File: src/rtl/mul_rs.sv
// mul_rs - reservation station in front of the pipelined multiply unit.
//
// Holds issued multiply instructions until both operands are available.
// While an entry waits, it snoops the CDB for the operands it still needs.
// The lowest-index ready entry is offered to the multiply unit.
//
// Ports
//   clk           rising-edge clock
//   RST           synchronous active-high reset
//   issueEN       issue request (one cycle)
//   issueVj/Qj    operand 1 value / producer tag (tag 0 = value valid)
//   issueVk/Qk    operand 2 value / producer tag
//   issueTag      tag the next issued entry receives, 0 when full
//   full          no free entry; issueEN ignored
//   cdbValid      CDB broadcast valid
//   cdbTag        CDB tag
//   cdbData       CDB value
//   aluAvailable  multiply unit accepts a dispatch this cycle
//   dispatchReq   a ready entry exists (drives the unit's inEN)
//   dispatchOp1   operand 1 of the selected entry, 0 when idle
//   dispatchOp2   operand 2 of the selected entry, 0 when idle
//   dispatchTag   tag of the selected entry, 0 when idle
module mul_rs #(
  parameter int DEPTH    = 3,
  parameter int TAG_W    = 4,
  parameter int TAG_BASE = 1
) (
  input  logic             clk,
  input  logic             RST,
  input  logic             issueEN,
  input  logic [31:0]      issueVj,
  input  logic [TAG_W-1:0] issueQj,
  input  logic [31:0]      issueVk,
  input  logic [TAG_W-1:0] issueQk,
  output logic [TAG_W-1:0] issueTag,
  output logic             full,
  input  logic             cdbValid,
  input  logic [TAG_W-1:0] cdbTag,
  input  logic [31:0]      cdbData,
  input  logic             aluAvailable,
  output logic             dispatchReq,
  output logic [31:0]      dispatchOp1,
  output logic [31:0]      dispatchOp2,
  output logic [TAG_W-1:0] dispatchTag
);

  localparam int DATA_W = 32;
  localparam int IDX_W  = (DEPTH > 1) ? $clog2(DEPTH) : 1;

  logic [DEPTH-1:0]  busy;
  logic [DATA_W-1:0] vj [DEPTH];
  logic [TAG_W-1:0]  qj [DEPTH];
  logic [DATA_W-1:0] vk [DEPTH];
  logic [TAG_W-1:0]  qk [DEPTH];

  logic [IDX_W-1:0] free_idx;
  logic [IDX_W-1:0] sel_idx;
  logic             issue_fire;
  logic             dispatch_fire;

  // Tag 0 means "no dependency", so it must never match a broadcast.
  function automatic logic cdb_hit(input logic             valid,
                                   input logic [TAG_W-1:0] btag,
                                   input logic [TAG_W-1:0] q);
    return valid && (q != '0) && (q == btag);
  endfunction

  function automatic logic [TAG_W-1:0] entry_tag(input logic [IDX_W-1:0] idx);
    return TAG_W'(TAG_BASE) + TAG_W'(idx);
  endfunction

  // Free-slot search uses registered busy only, so a slot freed by a
  // dispatch this cycle becomes visible to issue in the next cycle.
  always_comb begin
    full     = 1'b1;
    free_idx = '0;
    for (int i = DEPTH - 1; i >= 0; i--) begin
      if (!busy[i]) begin
        full     = 1'b0;
        free_idx = IDX_W'(i);
      end
    end
    issueTag = full ? '0 : entry_tag(free_idx);
  end

  // Lowest-index ready entry wins; outputs stay zero when nothing is ready.
  always_comb begin
    dispatchReq = 1'b0;
    sel_idx     = '0;
    dispatchOp1 = '0;
    dispatchOp2 = '0;
    dispatchTag = '0;
    for (int i = DEPTH - 1; i >= 0; i--) begin
      if (busy[i] && (qj[i] == '0) && (qk[i] == '0)) begin
        dispatchReq = 1'b1;
        sel_idx     = IDX_W'(i);
        dispatchOp1 = vj[i];
        dispatchOp2 = vk[i];
        dispatchTag = entry_tag(IDX_W'(i));
      end
    end
  end

  assign issue_fire    = issueEN && !full;
  assign dispatch_fire = dispatchReq && aluAvailable;

  // Entry update: CDB capture, dispatch release and issue write are
  // independent. The issued slot is always non-busy, so it can never be
  // the one being dispatched or snooping in the same cycle.
  always_ff @(posedge clk) begin
    if (RST) begin
      busy <= '0;
      for (int i = 0; i < DEPTH; i++) begin
        vj[i] <= '0;
        qj[i] <= '0;
        vk[i] <= '0;
        qk[i] <= '0;
      end
    end else begin
      for (int i = 0; i < DEPTH; i++) begin
        if (busy[i]) begin
          if (cdb_hit(cdbValid, cdbTag, qj[i])) begin
            vj[i] <= cdbData;
            qj[i] <= '0;
          end
          if (cdb_hit(cdbValid, cdbTag, qk[i])) begin
            vk[i] <= cdbData;
            qk[i] <= '0;
          end
        end
        if (dispatch_fire && (sel_idx == IDX_W'(i))) begin
          busy[i] <= 1'b0;
        end
        if (issue_fire && (free_idx == IDX_W'(i))) begin
          busy[i] <= 1'b1;
          // A producer broadcasting in the issue cycle is captured directly.
          if (cdb_hit(cdbValid, cdbTag, issueQj)) begin
            vj[i] <= cdbData;
            qj[i] <= '0;
          end else begin
            vj[i] <= issueVj;
            qj[i] <= issueQj;
          end
          if (cdb_hit(cdbValid, cdbTag, issueQk)) begin
            vk[i] <= cdbData;
            qk[i] <= '0;
          end else begin
            vk[i] <= issueVk;
            qk[i] <= issueQk;
          end
        end
      end
    end
  end

endmodule

File: config.mk
export PLATFORM = sky130hd
export DESIGN_NAME = mul_rs
export DESIGN_NICKNAME = d
export VERILOG_FILES = /design/src/rtl/mul_rs.sv
export SDC_FILE = /design/constraint.sdc
export NUM_CORES = 1
export LEC_CHECK = 0
export CAP_MARGIN = 20
export CORE_MARGIN = 2
export CORE_UTILIZATION = 25
export CTS_CLUSTER_SIZE = 10
export DETAILED_ROUTE_END_ITERATION = 8
export DONT_BUFFER_PORTS = 1
export HOLD_SLACK_MARGIN = 0.08
export PLACE_DENSITY = 0.41
export SYNTH_ARGS = -nofsm -noshare
export SYNTH_HDL_FRONTEND = slang
export SYNTH_SLANG_ARGS = --single-unit
File: constraint.sdc
create_clock -name clk -period 2.8 [get_ports clk]
set_input_delay 0.28 -clock clk [delete_from_list [all_inputs] [get_ports clk]]
set_output_delay 0.28 -clock clk [all_outputs]
set_load 0.02 [all_outputs]
* After elaboration in Yosys (flattened, before gate mapping)
Memory sizes are Yosys's and may differ from the RTL's.
Cells that the tools add are included.
** Word-level totals
- Flip-flop bits (word level) :: 3
- Bits in latches :: 0
- Bits in writable memories :: 216
- Bits in read-only memories :: 0
- Bits of input ports :: 113
- Output and inout port bits :: 74
- Word-level logic and storage cells :: 236
- Memories kept :: 4
** Operators by class
- $add $sub $neg :: 1
- $mul :: 0
- Div/mod/pow operators :: 0
- Order comparisons :: 0
- Eq/ne operators :: 12
- Shifts and indexed selects :: 0
- Mux-type cells :: 130
- Bitwise operators :: 36
- Reductions and logical operators :: 50
** Memories
- vj :: depth 3, bits a word 32, read ports 3, clocked after memory_dff 0, wr ports 3, line 51 : logic [DATA_W-1:0] vj [DEPTH];
- vk :: depth 3, bits a word 32, read ports 3, clocked after memory_dff 0, wr ports 3, line 53 : logic [DATA_W-1:0] vk [DEPTH];
- qj :: depth 3, bits a word 4, read ports 3, clocked after memory_dff 0, wr ports 3, line 52 : logic [TAG_W-1:0] qj [DEPTH];
- qk :: depth 3, bits a word 4, read ports 3, clocked after memory_dff 0, wr ports 3, line 54 : logic [TAG_W-1:0] qk [DEPTH];
** Operators by type and width (count)
- $mux 32 :: 24
- $mux 4 :: 20
- $mux 1 :: 78
- $or 1x1->1 :: 36
- $eq 4x4->1 :: 8
- $reduce_bool 4->1 :: 8
- $logic_and 1x1->1 :: 30
- $logic_not 4->1 :: 6
- $mux 2 :: 7
- $reduce_bool 2->1 :: 3
- $eq 2x1->1 const B :: 2
- $eq 2x2->1 const B :: 2
- $logic_not 2->1 :: 2
- $add 1x2->3 const A :: 1
- $mux 3 :: 1
- $logic_not 1->1 :: 1

* Longest topological paths before layout
- Word-level depth :: 11
- Gate-level depth with buffers :: 8
- Gate-level depth less buffers :: 5

* Worst setup path after synthesis
OpenSTA, ideal clock, no wires.
- Path type :: input -> register
- Start point :: input cdbTag[1]
- End point :: memory qk[2][0] (enable)
- Library setup time :: 399 ps
- Arrival time :: 2127 ps
- Required time :: 2401 ps
- Setup slack :: 275 ps
- Cell stages on the path :: 4
- Buffers on the path :: 1
- Path through :: buf_4 > or3_2 > a21oi_2 > nand2b_1
** RTL lines
- start: declaration :: line 38 : input logic [TAG_W-1:0] cdbTag,
- end: declaration :: line 54

==> run metrics <==
WP data required 3230 ps; Remaining DRCs 0; r2r setup slk 80 ps; startpoint types register; Clock Latency Late Sink 560 ps; Tmin final 2720 ps; Yosys top cell area share 0.557; routed len/inst 23.1 um; drt via density 4.73; Compound-Gate Fraction of Synth Area 0.0865; final hold vios 0; largest net degree at the start of global routing 51; floorplan core area 46300 um2; most frequent cell after synthesis nand2_1; Synth cell types 49; Synth Warn # 0; setup tns final 0 ps; pre-CTS WS 303 ps; Die H 220 um; crit end category register; IO Pins 187; most frequent cells after synthesis nand2_1 (268), edfxtp_1 (216), nor2_1 (157), mux2i_1 (128), a22oi_1 (64); final instance area 15000 um2; Setup Crit Path Kind register to register; Clock Sinks 219; CTS tree yes; port bufs 0; Post-Synth XOR/XNOR Area 0.0180; Total Power 8.34 mW; fillers 4732; H-tree levels 1; slew margin rel. 0.447; Cells after Synth 1088; multi-input logic area 4660 um2; Die ar. 48300 um2; Slew @ Worst Pin 822 ps; number of synthesized flops with an enable pin 216; initial antenna violation count 1; Synth Area in Adders 0; final worst setup slack 84.6 ps; CP arrival 3140 ps; Max Freq 368 MHz; critical path fanouts, max 3; DRT iter0 DRCs 534; HPWL Detailed 26700 um; ys async rst share 0; Final Max Tran Viols 0; Avg Cell Area, Syn 10.7 um2; Initial Util 0.252; Clock Tree Buf Depth 3; via count 8816; total leakage power 6.46 nW; Placer Congestion 0.757; share of cells above drive strength 1 0.115; mux contribution to synthesized area 0.110; Area Overhead vs Synth 28.4%; Clock transition at path regs 60 ps; drt first pass iters 5; post-route clock period utilization 0.970; synthesized flop and latch total 219; top cells by area, synth edfxtp_1 (56%), mux2i_1 (11%), nand2_1 (8.6%); outcome complete, no violations; Clock Skews 10.6 ps; first-pass GRT wire length 62000 um; number of global-route vias before repair 9059; Post-Synth Simple-Gate Area 0.170; Num CTS Buffers 28; Placed Area 12600 um2; M1 wire length 18900 um; cell taking the most area after synthesis edfxtp_1; WL met3 2370 um; final cell count without fillers 1865; Core Util, Final 0.323; Hold Crit Class primary input to register; largest family of logic cells by synthesized area simple AND/OR/NAND/NOR gates; WHS 221 ps; max-cap violations 0; GRT Total Usage 0.176; row count 79; Syn Std Cell Area 11600 um2; antenna fix cells 0; worst vdd ir 422 uV; final setup vio count 0; Inst Count DP 1670; top_reg_cell synth edfxtp_1; register area 6550 um2; post-layout net count 1356; P per Cell Area 557 nW/um2; drt total wl 43200 um; register area share after synthesis 0.562; antenna viol nets, final 0; Clk Tree Root Cell clkbuf_16; WL met2 21200 um; Die W 220 um; GR Overflow Total 0; DR top layer met4
==> layout by cell type, fill, tap and decap left out, drive strengths merged, types with 4 or more instances in the layout <==
master | Yosys | layout
buf | 62 | 57
nor3 | 8 | 8
clkbuf | 17 | 38
a21oi | 6 | 6
mux2i | 128 | 128
xnor2 | 20 | 20
o21ai | 71 | 71
xor2 | 4 | 4
inv | 10 | 10
conb | 1 | 4
or3 | 12 | 12
a22oi | 64 | 64
clkinv | 0 | 6
nand2 | 268 | 268
nor2 | 162 | 162
nand4 | 5 | 5
edfxtp | 216 | 216
dlygate4sd3 | 0 | 143
==> critical path: stages, from the launching register on <==
cell	delay, ps
edfxtp_1	450
or3_4	430
a2111oi_4	470
nor4b_4	80
buf_4	190
buf_4	130
buf_4	130
o21ai_0	140
dlygate4sd3_1	560
==> per-layer routing <==
metal | GRT usage | up-vias
met3 | 0.0378 | 52
met2 | 0.299 | 209
met1 | 0.230 | 4402
met4 | 0.0345 | 0
li1 | - | 4153
met5 | 0 | -
==> sequential cells by signal (all words and copies together) (netlist names) <==
name	flops
busy	3
qj	12
qk	12
vj	96
vk	96
==> power breakdown <==
part           switching (mW)  total, mW  internal [mW]
Clock                    1.42       3.37           1.95
Sequential             0.0830       3.96           3.88
Combinational           0.581       1.00          0.420
Total                    2.09       8.34           6.25
==> area by class of cell <==
class,count,area share
Clock inverter,8,0.00418
Sequential cell,219,0.438
Tap cell,607,0.0508
Multi-Input combinational cell,783,0.311
Inverter,10,0.00251
Clock buffer,37,0.0505
Timing Repair Buffer,201,0.143
==> worst paths after layout <==
path	to	cells past startpoint	from
worst max-delay path	vj[2][13]	8	qj[1][2]
worst min-delay path	vj[1][13]	2	RST
worst max register to register	vj[2][13]	8	qj[1][2]
worst min register to register	busy[1]	1	busy[1]
==> logic make-up after synthesis <==
| logic type | Yosys count |
|---|---|
| simple gates | 475 |
| flops | 219 |
| compound gates | 152 |
| mux | 128 |
| buf+inv | 89 |
| xor+xnor | 24 |
| other cells | 1 |
==> timing repair <==
action,4_1_cts,5_1_grt
buffers inserted,4,2
resized for setup,5,12
endpoints found under the setup margin,64,65
hold endpoints to repair,219,0
cloned,0,1
pin swaps,2,0
hold buffers,143,0
Power figures use the tool's default switching activity.
